### src/rtl/clk_div_cfg_ctrl.sv
// clk_div_cfg_ctrl: run-time ratio/enable controller for one integer clock
// divider. Ratio changes and disables are deferred to a divided-period
// boundary, followed by a settle window with the divider held off, so the
// divided clock never produces a runt pulse while being reconfigured.
module clk_div_cfg_ctrl #(
  parameter int RATIO_WD    = 8,
  parameter int RESET_RATIO = 8,
  parameter int SETTLE_CYC  = 4
) (
  input  logic                i_ref_clk,
  input  logic                i_rst_n,
  input  logic                i_div_en_req,
  input  logic                i_cfg_valid,
  input  logic [RATIO_WD-1:0] i_cfg_ratio,
  output logic                o_cfg_ready,
  output logic                o_cfg_done,
  output logic                o_cfg_err,
  output logic [RATIO_WD-1:0] o_div_ratio,
  output logic                o_div_clk_en,
  output logic                o_busy
);

  localparam int                  SCNT_WD   = $clog2(SETTLE_CYC + 1);
  localparam logic [SCNT_WD-1:0]  SCNT_LAST = SCNT_WD'(SETTLE_CYC - 1);
  localparam logic [RATIO_WD-1:0] RATIO_RST = RATIO_WD'(RESET_RATIO);

  typedef enum logic [1:0] {
    ST_OFF,
    ST_RUN,
    ST_DRAIN,
    ST_SETTLE
  } state_t;

  state_t              state, state_nxt;
  logic [RATIO_WD-1:0] pcnt, pcnt_nxt;
  logic [RATIO_WD-1:0] ratio_nxt;
  logic [RATIO_WD-1:0] pend_ratio, pend_ratio_nxt;
  logic                pend_vld, pend_vld_nxt;
  logic [SCNT_WD-1:0]  scnt, scnt_nxt;
  logic                en_nxt;
  logic                done_nxt;
  logic                err_nxt;

  logic                xfer;
  logic                cfg_legal;
  logic [RATIO_WD-1:0] ratio_last;
  logic                period_end;
  logic                settle_end;

  // Requests are only taken while the divider ratio is stable (OFF or RUN)
  assign o_cfg_ready = (state == ST_OFF) || (state == ST_RUN);
  assign o_busy      = (state == ST_DRAIN) || (state == ST_SETTLE);
  assign xfer        = i_cfg_valid & o_cfg_ready;
  assign cfg_legal   = xfer & (i_cfg_ratio != '0);
  // o_div_ratio is never 0, so the subtraction cannot wrap
  assign ratio_last  = o_div_ratio - RATIO_WD'(1);
  assign period_end  = (pcnt == ratio_last);
  assign settle_end  = (scnt == SCNT_LAST);

  // Next-state and next-output decode for the reconfiguration sequence
  always_comb begin
    state_nxt      = state;
    pcnt_nxt       = pcnt;
    scnt_nxt       = scnt;
    ratio_nxt      = o_div_ratio;
    pend_vld_nxt   = pend_vld;
    pend_ratio_nxt = pend_ratio;
    en_nxt         = o_div_clk_en;
    done_nxt       = 1'b0;
    err_nxt        = xfer & (i_cfg_ratio == '0);

    case (state)
      ST_OFF: begin
        en_nxt = 1'b0;
        // Divider is stopped, so a new ratio can be applied directly
        if (cfg_legal) begin
          ratio_nxt = i_cfg_ratio;
          done_nxt  = 1'b1;
        end
        if (i_div_en_req) begin
          state_nxt = ST_RUN;
          en_nxt    = 1'b1;
          pcnt_nxt  = '0;
        end
      end

      ST_RUN: begin
        en_nxt   = 1'b1;
        pcnt_nxt = period_end ? '0 : pcnt + RATIO_WD'(1);
        if (cfg_legal) begin
          if (i_cfg_ratio == o_div_ratio) begin
            done_nxt = 1'b1;
          end else begin
            pend_vld_nxt   = 1'b1;
            pend_ratio_nxt = i_cfg_ratio;
            state_nxt      = ST_DRAIN;
          end
        end
        // A disable and a ratio change in the same cycle share one drain
        if (!i_div_en_req) begin
          state_nxt = ST_DRAIN;
        end
      end

      ST_DRAIN: begin
        pcnt_nxt = period_end ? '0 : pcnt + RATIO_WD'(1);
        // Stop the divider exactly at the end of its current period
        if (period_end) begin
          en_nxt    = 1'b0;
          scnt_nxt  = '0;
          state_nxt = ST_SETTLE;
        end
      end

      ST_SETTLE: begin
        en_nxt   = 1'b0;
        scnt_nxt = scnt + SCNT_WD'(1);
        if (settle_end) begin
          scnt_nxt = '0;
          if (pend_vld) begin
            ratio_nxt    = pend_ratio;
            done_nxt     = 1'b1;
            pend_vld_nxt = 1'b0;
          end
          if (i_div_en_req) begin
            state_nxt = ST_RUN;
            en_nxt    = 1'b1;
            pcnt_nxt  = '0;
          end else begin
            state_nxt = ST_OFF;
          end
        end
      end

      default: begin
        state_nxt = ST_OFF;
        en_nxt    = 1'b0;
      end
    endcase
  end

  // State and output registers; reset discards any pending ratio
  always_ff @(posedge i_ref_clk or negedge i_rst_n) begin
    if (!i_rst_n) begin
      state        <= ST_OFF;
      pcnt         <= '0;
      scnt         <= '0;
      o_div_ratio  <= RATIO_RST;
      pend_vld     <= 1'b0;
      pend_ratio   <= '0;
      o_div_clk_en <= 1'b0;
      o_cfg_done   <= 1'b0;
      o_cfg_err    <= 1'b0;
    end else begin
      state        <= state_nxt;
      pcnt         <= pcnt_nxt;
      scnt         <= scnt_nxt;
      o_div_ratio  <= ratio_nxt;
      pend_vld     <= pend_vld_nxt;
      pend_ratio   <= pend_ratio_nxt;
      o_div_clk_en <= en_nxt;
      o_cfg_done   <= done_nxt;
      o_cfg_err    <= err_nxt;
    end
  end

endmodule

### config.mk
export PLATFORM = sky130hd
export DESIGN_NAME = clk_div_cfg_ctrl
export DESIGN_NICKNAME = d
export VERILOG_FILES = /design/src/rtl/clk_div_cfg_ctrl.sv
export SDC_FILE = /design/constraint.sdc
export NUM_CORES = 1
export LEC_CHECK = 0
export CORE_MARGIN = 2
export CORE_UTILIZATION = 50
export CTS_CLUSTER_SIZE = 10
export DETAILED_ROUTE_END_ITERATION = 6
export PLACE_DENSITY = 0.79
export SYNTH_ARGS = -nofsm -noshare
export SYNTH_HDL_FRONTEND = slang
export SYNTH_SLANG_ARGS = --single-unit
### constraint.sdc
create_clock -name i_ref_clk -period 4.7 [get_ports i_ref_clk]
set_clock_uncertainty 0.15 [all_clocks]
set_input_delay 1.41 -clock i_ref_clk [delete_from_list [all_inputs] [get_ports i_ref_clk]]
set_output_delay 1.41 -clock i_ref_clk [all_outputs]
set_load 0.01 [all_outputs]
==> flow_summary_export.csv, run 1 <==
group,metric,value,unit
outcome,outcome,"finished, final reports clean",
final_layout,antenna_cells,0,
drt,ant_nets,0,
die,initial_utilization,51.3,%
sta,fin_ws,0.943,ns
cts,cts_root_buf,"clkbuf_8",
global_route,grt_pass1_wl,6950,um
global_route,grt_start_max_net_pins,34,
drt,totalWireLength,4190,um
cts,cts_buffer_depth,2,
sta,worst_pin_slew,1.28,ns
die,dieArea,0.00457,mm2
run,cap_viol_max_count,0,
yosys,synth_area,0.00202,mm2
yosys,yosysSeqAreaShare,40.9,%
placed_design,placed_cells_incl_taps,265,
cts,cts_hold_buf,0,
drt,wire_per_inst,15.3,um
sta,slew_viol_final,0,
cts,clock-sinks,33,
power_and_ir_drop,p_sw,792,uW
power_and_ir_drop,swShare,43.8,%
sta,period_minus_slack,3.76,ns
die,core_area,0.00394,mm2
yosys,ys_types,48,
yosys,ys.flop_type,"dfrtp_1",
placed_design,hpwlAfterDp,3030,um
power_and_ir_drop,intPower,1.02,mW
die,pin_count,25,
power_and_ir_drop,p_clk_share,12.1,%
power_and_ir_drop,seqPwrFrac,32.3,%
final_layout,area_growth,17.6,%
drt,first_pass_iters,4,
global_route,overflow,0,
global_route,grt_pass1_vias,1516,
power_and_ir_drop,ir_worst_vdd,464,uV
final_layout,post-route-util,60.3,%
sta,hold_viol,0,
worst_setup_path,worst_setup_path_start_kind,"flip-flop",
worst_setup_path,cp.required,3.14,ns
die,die_w,67.6,um
worst_setup_path,worstPathMaxFanout,17,
sta,setup_viol,0,
yosys,synth_common_cells,"dfrtp_1, a21oi_1, nor2_1, xor2_1",
yosys,yosys-top-cells-area,"dfrtp_1, xor2_1, mux2_2",
placed_design,dpl-instance-area,0.00229,mm2
cts,numCtsBuffers,5,
yosys,yosys.area.top_type,"dfrtp_1",
yosys,ys_ff_latch,33,
yosys,synth_top_area_share,39.6,%
final_layout,multi_input_area,0.00112,mm2
yosys,syn-num-nets,218,
cts,cts_resized,0,
final_layout,final-seq-area,827,um2
yosys,synth.most_common_cell,"dfrtp_1",
sta,max_freq,266,MHz
die,fp-row-count,23,
sta,finalCritPeriodShare,79.9,%
power_and_ir_drop,comb_power_share,55.6,%
drt,vias,1577,
sta,rsz0062_at_grt,"false",
die,die_h,67.6,um
placed_design,numPortBuffers,24,
cts,clk_latency,0.28,ns
yosys,async_flop_share,100,%
cts,h-tree-depth,2,
final_layout,nNetsFinal,241,
yosys,avgSynthCellArea,10.2,um2
placed_design,pre_cts_slack,0.943,ns
sta,max_slew_margin,14.6,%
yosys,synth-edff-count,0,
final_layout,drive_above_1_share,12.6,%
power_and_ir_drop,total_leakage_power,1.01,nW
worst_setup_path,crit_type,"reg -> out",
cts,cts_tree,"yes",
cts,cts_setup_buffers,0,
placed_design,gp_congestion,0.822,
worst_setup_path,cp.arrival,2.20,ns
drt,drt-vias-per-instance,5.78,
yosys,syn_inst,199,
drt,drtIter0Drc,75,
worst_hold_path,hold_path.class,"reg -> reg",
global_route,grt_usage,20.8,%
cts,cts.clk_slew.worst_paths,0.06,ns
power_and_ir_drop,power_density,760,mW/mm2
final_layout,layout.cells.non_filler,273,
yosys,yosysWarnings,0,
global_route,grt_antenna_before_repair,0,
final_layout,fin_area,0.00238,mm2
final_layout,nFillCells,312,
drt,drc,0,
sta,setup_tns,0,ns
worst_setup_path,worstSetupEndpointType,"output port",
[cells in the final DEF, fill, tap and decap left out, drive strengths merged, types with 2 or more instances in the layout]
cell type / n
o22ai: 3
clkdlybuf4s50: 24
a31oi: 6
nor3: 3
a21oi: 18
nand2b: 6
o21bai: 2
or2: 2
xor2: 13
a41oi: 2
inv: 8
o211ai: 2
and3: 4
nand3: 5
a211oi: 2
nor4: 4
o21ai: 4
mux2: 11
nor2: 14
or4: 2
dfrtp: 32
ha: 7
o21a: 4
xnor2: 6
a22o: 3
mux2i: 9
nand2: 9
clkbuf: 8
[per-layer routing]
metal / vias up / GRT usage [%] / wire [um]
met3: 10 / 4.83 / 188
met5: - / 0 / 0
met1: 770 / 27.1 / 1930
met4: 0 / 8.93 / 91
met2: 34 / 33.0 / 1980
li1: 763 / - / -
[cell families (layout without fill, tap and decap cells)]
kind of cell	after synthesis	after routing	share of synthesized area, %
AND/OR/NAND/NOR	53	53	15.0
AO/OA/AOI/OAI	50	50	17.1
flip-flops	33	33	40.9
multiplexers	20	20	10.8
XOR/XNOR	19	19	8.23
buffers and inverters	17	41	3.71
adder cells (fa/ha/maj)	7	7	4.33
[final timing paths]
kind	startpoint	end	slack, ns	depth (start not counted)
max	state[0]	o_busy	0.94	3
min	scnt[2]	scnt[2]	0.34	1
max reg2reg	state[0]	o_div_ratio[5]	1.78	8
min reg2reg	scnt[2]	scnt[2]	0.34	1
max in group asynchronous	i_rst_n	o_div_ratio[3]	2.68	2
min in group asynchronous	i_rst_n	pcnt[1]	1.38	2
[through the flow]
step	power (mW)	hold WS, ns
6_report	1.81	0.338
5_1_grt	1.95	0.364
4_1_cts	1.82	0.342
3_5_place_dp	1.59	0.327
3_3_place_gp	1.54	0.326
2_1_floorplan	1.32	0.308
[worst max-delay path: stages, from the launching register on]
cell             delay, ns
dfrtp_1               0.43
ha_1                  0.73
or2_2                 0.23
clkdlybuf4s50_1       0.53
[power by group through the flow]
stage                     Clock (mW)  Combinational (mW)  Sequential [mW]
after global routing           0.238                1.10            0.606
after detailed placement           0                1.00            0.585
final                          0.219                1.00            0.584
after floorplan                    0               0.778            0.541
after CTS                      0.225                1.01            0.582
after global placement             0               0.965            0.577
[area by class of cell]
cell class,instances,area share (%)
sequential,33,34.8
timing repair buffer,25,10.4
clock buffer,8,3.79
inverter,8,1.26
multi-input combinational,149,47.1
tap,50,2.63
[flip-flops by register name, indices dropped and copies added (netlist names), 2 cells and up]
signal       cells
o_div_ratio      8
pcnt             8
pend_ratio       8
scnt             3
state            2
Note: power is estimated with default switching activity, not from simulation.
==> inputs of run 2 (changes only) <==
- PLACE_DENSITY: 0.79 -> 0.82
- clock period: 4.7 -> 3.25 ns (I/O delays scaled with it)
==> run 2 against run 1 <==
  * Routed wire length is 0.69% lower
  * Clock power is 83% higher
  * Via count is 0.51% lower
  * Non-clock buffer count is 6 higher
  * Clock-buffer cell count is 1 lower
  * Sequential power is 44% higher
  * Sequential share of layout area is 1.4 points lower
  * Register-to-register slack worse by 1.2 ns
  * Global-route usage is 0.40 points lower
  * Largest cell class unchanged
  * Largest power group unchanged
==> flow_summary_export.csv, run 2 (synthesis gave the netlist of run 1 again) <==
group,metric,value,unit
sta,period_minus_slack,3.07,ns
power_and_ir_drop,power_density,1110,mW/mm2
die,pin_count,25,
cts,clk_latency,0.29,ns
cts,cts_tree,"yes",
sta,worst_pin_slew,0.512,ns
drt,wire_per_inst,14.9,um
cts,cts_resized,0,
final_layout,nFillCells,329,
placed_design,placed_cells_incl_taps,271,
final_layout,mostFrequentLayoutCell,"dfrtp_1",
worst_hold_path,hold_depth,1,
drt,totalWireLength,4160,um
worst_setup_path,cp.arrival,1.94,ns
placed_design,gp_congestion,0.778,
worst_setup_path,max_stage_delay,0.48,ns
final_layout,drive_above_1_share,15.3,%
drt,first_pass_iters,4,
worst_setup_path,reg2reg_depth,9,
sta,hold_viol,0,
die,core_area,0.00394,mm2
drt,drt-vias-per-instance,5.62,
die,dieArea,0.00457,mm2
sta,rsz0062_at_grt,"false",
global_route,overflow,0,
final_layout,nNetsFinal,247,
cts,cts_hold_buf,0,
drt,ant_nets,0,
cts,cts_buffer_depth,2,
worst_setup_path,cp_cell_sequence,"inv_1, ha_1, or2_2, clkdlybuf4s50_1",
worst_hold_path,hold_path_startpoint,"scnt[2]",
worst_setup_path,critPathLaunch,"state[0]",
worst_setup_path,cp.required,2.12,ns
worst_setup_path,crit_type,"reg -> out",
global_route,grt_antenna_before_repair,0,
drt,drtIter0Drc,98,
sta,slew_viol_final,0,
global_route,grt_pass1_vias,1510,
cts,clock-sinks,33,
worst_setup_path,worst_setup_path_start_kind,"flip-flop",
final_layout,final_cell_mix,"dfrtp_1, clkdlybuf4s50_1, a21oi_1",
global_route,grt_pass1_wl,6920,um
worst_setup_path,worstPathMaxFanout,9,
worst_setup_path,cp_slowest_cell,"clkdlybuf4s50_1",
die,die_h,67.6,um
worst_setup_path,worstSetupEndpointType,"output port",
drt,drc,0,
cts,numCtsBuffers,5,
worst_setup_path,r2r_start,"o_div_ratio[0]",
placed_design,hpwlAfterDp,3080,um
die,fp-row-count,23,
cts,cts_setup_buffers,0,
sta,max_freq,326,MHz
drt,vias,1569,
power_and_ir_drop,ir_worst_vdd,563,uV
cts,cts.clk_slew.worst_paths,0.07,ns
final_layout,reg_top3,"o_div_ratio: 8 flops, pcnt: 8 flops, pend_ratio: 8 flops",
final_layout,antenna_cells,0,
outcome,outcome,"finished, final reports clean",
cts,h-tree-depth,2,
worst_hold_path,hold_path.class,"reg -> reg",
global_route,grt_start_max_net_pins,34,
cts,cts_root_buf,"clkbuf_8",
global_route,grt_usage,20.4,%
sta,finalCritPeriodShare,94.4,%
sta,setup_viol,0,
power_and_ir_drop,total_leakage_power,1.06,nW
die,initial_utilization,51.3,%
final_layout,layout.cells.non_filler,279,
die,die_w,67.6,um
placed_design,numPortBuffers,24,
run,cap_viol_max_count,0,
sta,max_slew_margin,65.9,%
final_layout,post-route-util,62.7,%
final_layout,area_growth,22.3,%
## run 2: path summary, 6_finish.rpt
check / slack [ns] / end
min in group asynchronous: 0.93 / pcnt[0]
worst max register to register: 0.58 / state[1]
worst min-delay path: 0.36 / scnt[2]
worst max-delay path: 0.18 / o_cfg_ready
worst min register to register: 0.36 / scnt[2]
max in group asynchronous: 1.67 / o_div_ratio[3]
## run 2: cell type report
class	instances	area, um2	area share (%)
flip-flops and latches	33	827	33.4
multi-input cells	149	1120	45.3
well taps	50	62.6	2.53
clock inverters	1	30.0	1.21
repair buffers	31	318	12.8
clock buffers	7	86.3	3.49
inverters	8	30.0	1.21
## run 2: per-layer routing
metal  track usage, %  up-vias  wire (um)
met3             5.33        9        217
met2             31.5       38       1980
met1             27.4      752       1870
met4             7.65        0         92
met5                0        -          0
li1                 -      770          -
## run 2: where the power goes
| part | internal (mW) | switching [mW] |
|---|---|---|
| clock | 0.250 | 0.150 |
| sequential | 0.602 | 0.238 |
| combinational | 0.741 | 0.768 |
## run 2: stage by stage
| step | hold slack [ns] | setup WS (ns) | power (mW) | instance area [um2] | TNS [ns] |
|---|---|---|---|---|---|
| CTS | 0.358 | 0.178 | 2.76 | 2470 | 0 |
| detailed placement | 0.344 | -0.0173 | 2.34 | 2360 | -0.0173 |
| global placement | 0.321 | 0.0290 | 2.29 | 2360 | 0 |
| floorplan | 0.308 | 0.560 | 1.91 | 2020 | 0 |
| global route | 0.376 | 0.0941 | 2.96 | 2470 | 0 |
| finish | 0.356 | 0.182 | 2.75 | 2470 | 0 |
## run 2: worst max-delay path: cells and delay by family, from the launching register on
| kind | cells | cell delay [ns] |
|---|---|---|
| adders and majority gates | 1 | 0.32 |
| and+or+nand+nor | 1 | 0.35 |
| DFF | 1 | 0.40 |
| buffers and inverters | 2 | 0.59 |
